`src/rtl/rcpu_mem_arbiter.sv`:
```
// Shares RCPU memory between the CPU (absolute priority, zero added latency) and a loader port; BOOT mode holds the CPU in reset.
// Grants are combinational in the issue cycle, loader read data returns 1 cycle later; optional RCPU_ARB_STATS_EN adds ldr_wait_cnt.
module rcpu_mem_arbiter #(
  parameter int AW            = 16,
  parameter int DW            = 16,
  parameter int BOOT_ON_RESET = 1
) (
  input  logic          clk,
  input  logic          reset,
  output logic          cpu_resetq,
  input  logic          cpu_rd_en,
  input  logic [AW-1:0] cpu_rd_addr,
  output logic [DW-1:0] cpu_rd_data,
  input  logic          cpu_wr_en,
  input  logic [AW-1:0] cpu_wr_addr,
  input  logic [DW-1:0] cpu_wr_data,
  input  logic          ldr_req,
  input  logic          ldr_we,
  input  logic [AW-1:0] ldr_addr,
  input  logic [DW-1:0] ldr_wdata,
  output logic          ldr_gnt,
  output logic          ldr_rvalid,
  output logic [DW-1:0] ldr_rdata,
  input  logic          ldr_done,
  input  logic          boot_req,
  output logic          mode_boot,
  output logic          mem_rd_en,
  output logic [AW-1:0] mem_rd_addr,
  input  logic [DW-1:0] mem_rd_data,
  output logic          mem_wr_en,
  output logic [AW-1:0] mem_wr_addr,
  output logic [DW-1:0] mem_wr_data
`ifdef RCPU_ARB_STATS_EN
  ,
  output logic [15:0]   ldr_wait_cnt
`endif
);

  typedef enum logic {
    MODE_RUN  = 1'b0,
    MODE_BOOT = 1'b1
  } mode_e;

  localparam mode_e RESET_MODE = (BOOT_ON_RESET != 0) ? MODE_BOOT : MODE_RUN;

  mode_e mode_q;
  logic  rvalid_q;
  logic  boot;
  logic  cpu_rd_sel;
  logic  cpu_wr_sel;
  logic  ldr_rd_gnt;
  logic  ldr_wr_gnt;

  assign boot = (mode_q == MODE_BOOT);

  // Everything is gated by reset so nothing reaches the RAM while reset is held.
  assign cpu_rd_sel = ~reset & ~boot & cpu_rd_en;
  assign cpu_wr_sel = ~reset & ~boot & cpu_wr_en;
  assign ldr_rd_gnt = ~reset & ldr_req & ~ldr_we & (boot | ~cpu_rd_en);
  assign ldr_wr_gnt = ~reset & ldr_req &  ldr_we & (boot | ~cpu_wr_en);

  assign ldr_gnt     = ldr_rd_gnt | ldr_wr_gnt;
  assign mem_rd_en   = cpu_rd_sel | ldr_rd_gnt;
  assign mem_rd_addr = cpu_rd_sel ? cpu_rd_addr : ldr_addr;
  assign mem_wr_en   = cpu_wr_sel | ldr_wr_gnt;
  assign mem_wr_addr = cpu_wr_sel ? cpu_wr_addr : ldr_addr;
  assign mem_wr_data = cpu_wr_sel ? cpu_wr_data : ldr_wdata;

  assign cpu_rd_data = mem_rd_data;
  assign ldr_rdata   = mem_rd_data;
  assign mode_boot   = boot;
  assign cpu_resetq  = ~boot;
  // A read granted just before reset must not surface while reset is held.
  assign ldr_rvalid  = rvalid_q & ~reset;

  always_ff @(posedge clk) begin
    if (reset) begin
      mode_q   <= RESET_MODE;
      rvalid_q <= 1'b0;
    end else begin
      rvalid_q <= ldr_rd_gnt;
      case (mode_q)
        MODE_BOOT: if (ldr_done && !boot_req) mode_q <= MODE_RUN;
        MODE_RUN:  if (boot_req) mode_q <= MODE_BOOT;
        default:   mode_q <= RESET_MODE;
      endcase
    end
  end

`ifdef RCPU_ARB_STATS_EN
  logic [15:0] wait_cnt_q;
  logic [15:0] wait_cnt_d;

  always_comb begin
    wait_cnt_d = wait_cnt_q;
    if (boot_req) begin
      wait_cnt_d = 16'h0000;
    end else if (ldr_req && !ldr_gnt && (wait_cnt_q != 16'hFFFF)) begin
      wait_cnt_d = wait_cnt_q + 16'h0001;
    end
  end

  always_ff @(posedge clk) begin
    if (reset) begin
      wait_cnt_q <= 16'h0000;
    end else begin
      wait_cnt_q <= wait_cnt_d;
    end
  end

  assign ldr_wait_cnt = wait_cnt_q;
`endif

endmodule

```
`config.mk`:
```
export PLATFORM = sky130hd
export DESIGN_NAME = rcpu_mem_arbiter
export DESIGN_NICKNAME = d
export VERILOG_FILES = /design/src/rtl/rcpu_mem_arbiter.sv
export SDC_FILE = /design/constraint.sdc
export NUM_CORES = 1
export LEC_CHECK = 0
export CAP_MARGIN = 20
export CORE_AREA = 2 2 74 76
export DETAILED_ROUTE_END_ITERATION = 8
export DIE_AREA = 0 0 76 78
export PLACE_DENSITY = 0.91
export REMOVE_ABC_BUFFERS = 1
export SYNTH_ARGS = -nofsm -noshare
export SYNTH_HDL_FRONTEND = slang
export SYNTH_SLANG_ARGS = --single-unit
```
`constraint.sdc`:
```
create_clock -name clk -period 4.25 [get_ports clk]
set_input_delay 0.85 -clock clk [delete_from_list [all_inputs] [get_ports clk]]
set_output_delay 0.85 -clock clk [all_outputs]
set_load 0.01 [all_outputs]
```
== Yosys cells after proc, flatten, opt, wreduce, memory -nomap -nowiden ==
Index checks and enable logic that the tools add are counted.

* Mux-type cells: 6
* Bitwise operators: 19
* Reductions and logical operators: 2

{| class="wikitable"
|+ Operator list
! operator !! count
|-
| $mux W16 || 3
|-
| $and A1 B1 Y1 || 9
|-
| $not A1 Y1 || 5
|-
| $or A1 B1 Y1 || 5
|-
| $mux W1 || 2
|-
| $pmux W1 S2 || 1
|-
| $logic_and A1 B1 Y1 || 1
|-
| $logic_not A1 Y1 || 1
|}

* Flip-flop bits (word level): 2
* Bits of input ports: 104
* Output and inout port bits: 86
* Logic and storage cells: 29

== Depth between registers and ports, before layout ==
Gate-level depths: netlist of run 1.

* Depth after elaboration: 5
* Mapped depth: 4
* Gate-level depth less buffers: 2

== Least setup slack after synthesis of run 1 ==
No wires, ideal clock.

* Kind: input port to output port
* From: input reset
* To: output mem_rd_addr[10]
* Arrival time: 1.840 ns
* Data required time: 3.400 ns
* Path slack: 1.560 ns
* Stages: 4
* Path buffers: 2
* Cells stage by stage: buf_6 nor3b_4 buf_6 mux2_2

* Word-level cells in the longest chain between the ends: 4

{| class="wikitable"
|+ Ends and longest elaborated chain
! what !! RTL line !! text
|-
| start: declaration || 9 || <nowiki>input logic reset,</nowiki>
|-
| $not A1 Y1 || 57 || <nowiki>assign cpu_rd_sel = ~reset & ~boot & cpu_rd_en;</nowiki>
|-
| $and A1 B1 Y1 (2 in a row) || 57 ||
|-
| $mux W16 || 64 || <nowiki>assign mem_rd_addr = cpu_rd_sel ? cpu_rd_addr : ldr_addr;</nowiki>
|-
| end: declaration || 28 || <nowiki>output logic [AW-1:0] mem_rd_addr,</nowiki>
|}

No other way between the ends.

== Worst setup path in the final report of run 1 ==
* From: input reset
* To: output mem_wr_data[14]

* Word-level cells in the longest chain between the ends: 4

{| class="wikitable"
|+ Ends and longest elaborated chain
! what !! RTL line !! text
|-
| $not A1 Y1 || 58 || <nowiki>assign cpu_wr_sel = ~reset & ~boot & cpu_wr_en;</nowiki>
|-
| $and A1 B1 Y1 (2 in a row) || 58 ||
|-
| $mux W16 || 67 || <nowiki>assign mem_wr_data = cpu_wr_sel ? cpu_wr_data : ldr_wdata;</nowiki>
|-
| end: declaration || 32 || <nowiki>output logic [DW-1:0] mem_wr_data</nowiki>
|}

No other way between the ends.

==> results of run 1 <==
per-layer routing:
layer / up-vias / part of all wire, % / routed length, microns / track usage, %
met5: - / 0 / 0 / 3.636
met4: 0 / 1.4 / 66 / 5.636
li1: 551 / - / - / -
met3: 6 / 16 / 756 / 10.35
met1: 529 / 36 / 1706 / 15.38
met2: 128 / 47 / 2267 / 25.80
critical path: stages:
cell,delay [ps]
clkdlybuf4s50_1,590
nor3b_4,270
buf_4,310
mux2_2,390
clkdlybuf4s50_1,490
cells in the mapped netlist:
master / n
mux2_2: 47
nor2_1: 1
mux2_1: 2
inv_1: 1
buf_6: 2
nor3b_1: 1
nand2b_1: 4
nor3b_4: 2
dfxtp_1: 2
buf_4: 35
o21ai_0: 1
a21oi_1: 3
nor2b_1: 1
nand2_1: 1
layout make-up:
type	instances	share of cell area, %
inverters	1	0.1654
well taps	70	3.859
clock buffers	3	1.819
multi-input cells	63	28.89
flip-flops and latches	2	1.764
repair buffers	145	63.51
cell families (layout without fill, tap and decap cells):
logic type	after synthesis	after routing	share of synthesized area [%]
AO/OA/AOI/OAI	4	4	2.032
buffers and inverters	38	149	29.35
flip-flops	2	2	4.066
multiplexers	49	49	56.04
AND/OR/NAND/NOR	10	10	8.513
flip-flops by register name, summed over array words and instances, names as in the netlist:
name and flops:
mode_boot 1, rvalid_q 1
power groups by stage:
stage          clock network (mW)  registers [mW]  logic, mW
2_1_floorplan                   0          0.0212     0.0540
3_3_place_gp                    0          0.0212      0.200
3_5_place_dp                    0          0.0212      0.202
4_1_cts                    0.0798          0.0211      0.204
5_1_grt                    0.0811          0.0211      0.214
6_report                   0.0773          0.0210      0.201
worst paths after layout:
path	endpoint	from
max	mem_wr_data[14]	reset
min	mode_boot	mode_boot
max reg2reg	rvalid_q	mode_boot
min reg2reg	mode_boot	mode_boot
==> impl_metrics.py, run 1 <==
metrics = {
    "outcome": {
        "status": "complete, no violations",
    },
    "cells_and_area": {
        "areaGrowthSynthToFinish_pct": 130.5,
        "final_area_sq_um": 2270,
        "antenna_cells": 0,
        "final_core_util_pct": 45.01,
        "regArea_sq_um": 40.04,
        "drive_gt1_share_pct": 26.17,
        "final_cell_mix": "clkdlybuf4s50_1, mux2_2, nand2b_1, buf_4",
        "fin_nets": 320,
        "final_common_cell": "clkdlybuf4s50_1",
        "finalNonFillerCells": 284,
        "fillerInstances": 495,
        "multiInputGateArea_sq_um": 655.6,
    },
    "place": {
        "place.port_buffers": 141,
        "place_congestion": 0.7490,
        "post-place-ws_ps": 478.3,
        "placed_area_sq_um": 2228,
        "dp.cells": 281,
        "dpl.hpwl_microns": 4078,
    },
    "detailed_routing": {
        "vias": 1214,
        "firstDrtPassIters": 3,
        "drt_first_iter_violations": 5,
        "wl_per_cell_microns": 16.89,
        "ant_nets": 0,
        "viasPerCell": 4.275,
        "drc": 0,
        "wl_microns": 4796,
    },
    "floorplan": {
        "start_util_pct": 19.53,
        "core-area_sq_um": 5042,
        "die_x_microns": 76,
        "dieArea_sq_um": 5928,
        "row_count": 26,
        "die_h_microns": 78,
        "num_io_pins": 190,
    },
    "worst_setup_path": {
        "path_class": "in2out",
        "end_kind": "output pin",
        "critPathLaunchType": "input pin",
        "arrival_ps": 2900,
        "r2r_cells": 2,
        "r2r_slack_ps": 3350,
        "required_ps": 3400,
        "cp_max_fo": 22,
    },
    "sta": {
        "hold_ws_ps": 657.3,
        "drv_slew": 0,
        "fin_ws_ps": 496.4,
        "hold_viol": 0,
        "fin_crit_sh_pct": 88.32,
        "tns_ps": 0,
        "timing.fmax_mhz": 266.4,
        "slew_headroom_pct": 75.44,
        "rsz0062_at_grt": "false",
        "skew_ps": 3.886,
        "setup-violations-final": 0,
        "worstMarginPinSlew_ps": 367.2,
        "period_needed_ps": 3754,
    },
    "clocking": {
        "cts_hold_buf": 0,
        "cts_tree": "done",
        "clk_pin_slew_ps": 30,
        "postCtsSetupRepairBufs": 0,
        "cts.repair.resized": 0,
        "root_buffer": "clkbuf_8",
        "htreeDepth": 1,
        "clock-sinks": 2,
        "cts_buffers": 3,
        "clock_path_buffers": 2,
        "clkLatencyLatePin_ps": 220,
    },
    "power": {
        "finalPower_mw": 0.2996,
        "sequentialPowerShare_pct": 7.0,
        "pwr-share-comb_pct": 67.2,
        "ir_drop_v": 0.0001954,
        "power_switching_mw": 0.07419,
        "p_per_area_nw_per_um2": 132.0,
        "p_clk_share_pct": 25.8,
        "internal_power_mw": 0.2254,
        "swShare_pct": 24.76,
        "p_leak_nw": 0.8291,
    },
    "yosys": {
        "netlist_area_sq_um": 984.7,
        "synth_seq_area_share_pct": 4.066,
        "synthCells": 103,
        "yosysUniqueCellTypes": 14,
        "synth.area.top_cells": "mux2_2, buf_4, dfxtp_1",
        "synth_area_leader_cell": "mux2_2",
        "yosysWarnings": 0,
        "syn_area_per_cell_sq_um": 9.560,
        "yosys.area.top_type_share_pct": 53.75,
        "ys_ff_latch": 2,
    },
    "hold_path": {
        "whs_path_depth": 2,
        "hold_class": "reg2reg",
    },
    "global_routing": {
        "grt-ovfl-total": 0,
        "grt_pass1_vias": 1384,
        "antenna_found_initial": 0,
        "grt_pass1_wl_microns": 7258,
        "grt_max_degree": 23,
        "grt_usage_pct": 15.55,
    },
    "flow_run": {
        "drv_cap": 0,
    },
}
Power figures use the tool's default switching activity.
==> inputs of run 2 (changes only) <==
--- a/config.mk
+++ b/config.mk
@@ -6,10 +6,11 @@
 export NUM_CORES = 1
 export LEC_CHECK = 0
 export CAP_MARGIN = 20
-export CORE_AREA = 2 2 74 76
+export CORE_ASPECT_RATIO = 1.1
+export CORE_MARGIN = 2
+export CORE_UTILIZATION = 20
 export DETAILED_ROUTE_END_ITERATION = 8
-export DIE_AREA = 0 0 76 78
-export PLACE_DENSITY = 0.91
+export PLACE_DENSITY = 0.93
 export REMOVE_ABC_BUFFERS = 1
 export SYNTH_ARGS = -nofsm -noshare
 export SYNTH_HDL_FRONTEND = slang
==> constraint.sdc (replaced) <==
create_clock -name clk -period 4 [get_ports clk]
set_input_delay 0.8 -clock clk [delete_from_list [all_inputs] [get_ports clk]]
set_output_delay 0.8 -clock clk [all_outputs]
set_load 0.01 [all_outputs]
==> impl_metrics.py, run 2 (synthesis results as in run 1) <==
metrics = {
    "outcome": {
        "status": "complete, no violations",
    },
    "cells_and_area": {
        "finalNonFillerCells": 270,
        "fin_nets": 320,
        "antenna_cells": 0,
        "multiInputGateArea_sq_um": 655.6,
        "final_common_cell": "clkdlybuf4s50_1",
        "fillerInstances": 441,
        "regArea_sq_um": 40.04,
        "drive_gt1_share_pct": 26.17,
        "areaGrowthSynthToFinish_pct": 128.7,
        "final_cell_mix": "clkdlybuf4s50_1, mux2_2, nand2b_1, buf_4",
        "final_area_sq_um": 2252,
    },
    "worst_setup_path": {
        "cp_max_fo": 21,
        "path_cells": "clkdlybuf4s50_1 -> nor3b_4 -> buf_4 -> mux2_2 -> clkdlybuf4s50_1",
        "required_ps": 3200,
        "arrival_ps": 2880,
        "critPathLaunchType": "input pin",
        "critical-path-max-stage-delay_ps": 590,
        "r2r_end": "rvalid_q",
        "r2r_cells": 2,
        "end_kind": "output pin",
        "r2r_slack_ps": 3100,
        "cp_common_cell": "clkdlybuf4s50_1",
        "crit_path_start": "reset",
        "worstReg2RegStart": "mode_boot",
        "critPathSlowestCell": "clkdlybuf4s50_1",
        "path_class": "in2out",
    },
    "sta": {
        "skew_ps": 3.958,
        "drv_slew": 0,
        "hold_viol": 0,
        "rsz0062_at_grt": "false",
        "fin_crit_sh_pct": 91.93,
        "setup-violations-final": 0,
        "timing.fmax_mhz": 271.9,
        "slew_headroom_pct": 75.49,
        "worstMarginPinSlew_ps": 366.6,
        "tns_ps": 0,
        "period_needed_ps": 3677,
    },
    "global_routing": {
        "grt_max_degree": 22,
        "grt_pass1_wl_microns": 7659,
        "grt_usage_pct": 17.85,
        "grt-ovfl-total": 0,
        "grt_pass1_vias": 1375,
        "antenna_found_initial": 0,
    },
    "detailed_routing": {
        "viasPerCell": 4.563,
        "ant_nets": 0,
        "vias": 1232,
        "firstDrtPassIters": 3,
        "drc": 0,
        "wl_per_cell_microns": 18.80,
        "drt_first_iter_violations": 8,
        "wl_microns": 5076,
    },
    "hold_path": {
        "hold_class": "reg2reg",
        "hp-start": "mode_boot",
        "holdPathEnd": "mode_boot",
        "whs_path_depth": 2,
    },
    "clocking": {
        "clock-sinks": 2,
        "clock_path_buffers": 2,
        "root_buffer": "clkbuf_8",
        "clk_pin_slew_ps": 30,
        "clkLatencyLatePin_ps": 220,
        "postCtsSetupRepairBufs": 0,
        "cts.repair.resized": 0,
        "cts_buffers": 3,
        "cts_hold_buf": 0,
        "htreeDepth": 1,
        "cts_tree": "done",
    },
    "place": {
        "dp.cells": 267,
        "place.port_buffers": 141,
        "place_congestion": 0.7786,
        "placed_area_sq_um": 2211,
        "dpl.hpwl_microns": 4229,
    },
    "flow_run": {
        "drv_cap": 0,
    },
    "power": {
        "p_leak_nw": 0.8291,
        "ir_drop_v": 0.0002321,
        "p_per_area_nw_per_um2": 143.4,
        "finalPower_mw": 0.3231,
    },
    "floorplan": {
        "row_count": 26,
        "dieArea_sq_um": 5501,
        "die_h_microns": 77.59,
        "num_io_pins": 190,
        "core-area_sq_um": 4684,
        "die_x_microns": 70.90,
        "start_util_pct": 21.02,
    },
}
[run 2: cell counts in the layout (fill, tap and decap cells not counted)]
No cell type changed its count.
[run 2: worst max path at each step]
stage | to | slack, ps | depth (start not counted)
2_1_floorplan | mem_wr_addr[0] | 1060 | 2
3_3_place_gp | mem_wr_addr[9] | 340 | 5
3_5_place_dp | mem_wr_addr[9] | 310 | 5
4_1_cts | mem_wr_addr[9] | 300 | 5
5_1_grt | mem_wr_addr[9] | 230 | 5
6_report | mem_wr_data[7] | 320 | 5
[run 2: layout make-up]
| type | instances | share of cell area [%] |
|---|---|---|
| clock buffers | 3 | 1.833 |
| inverters | 1 | 0.1667 |
| multi-input cells | 63 | 29.11 |
| flip-flops and latches | 2 | 1.778 |
| well taps | 56 | 3.111 |
| repair buffers | 145 | 64.00 |
[run 2: worst max-delay path, delay by kind of cell]
family	cells	cell delay [ps]
buffers and inverters	3	1400
muxes	1	400
and+or+nand+nor	1	260
[run 2: per-stage QoR]
step / setup WS [ps] / hold WS (ps) / utilization [%]
finish: 322.7 / 646.0 / 48.08
global route: 226.7 / 681.3 / 48.08
CTS: 303.7 / 649.0 / 48.08
detailed placement: 312.1 / 637.5 / 47.20
global placement: 342.5 / 627.2 / 47.20
floorplan: 1064 / 682.9 / -
[run 2: power breakdown]
group / switching [mW] / leakage [nW] / internal, mW
Clock: 0.0195 / 0.0216 / 0.0640
Combinational: 0.0626 / 0.791 / 0.155
Sequential: 0.00126 / 0.0165 / 0.0210
[run 2: metal layers]
layer	GRT usage [%]	vias to the layer above	routed length (microns)
li1	-	553	-
met1	19.94	538	1837
met2	26.64	133	2142
met3	13.25	6	1019
met4	3.962	2	43
met5	6.061	-	33
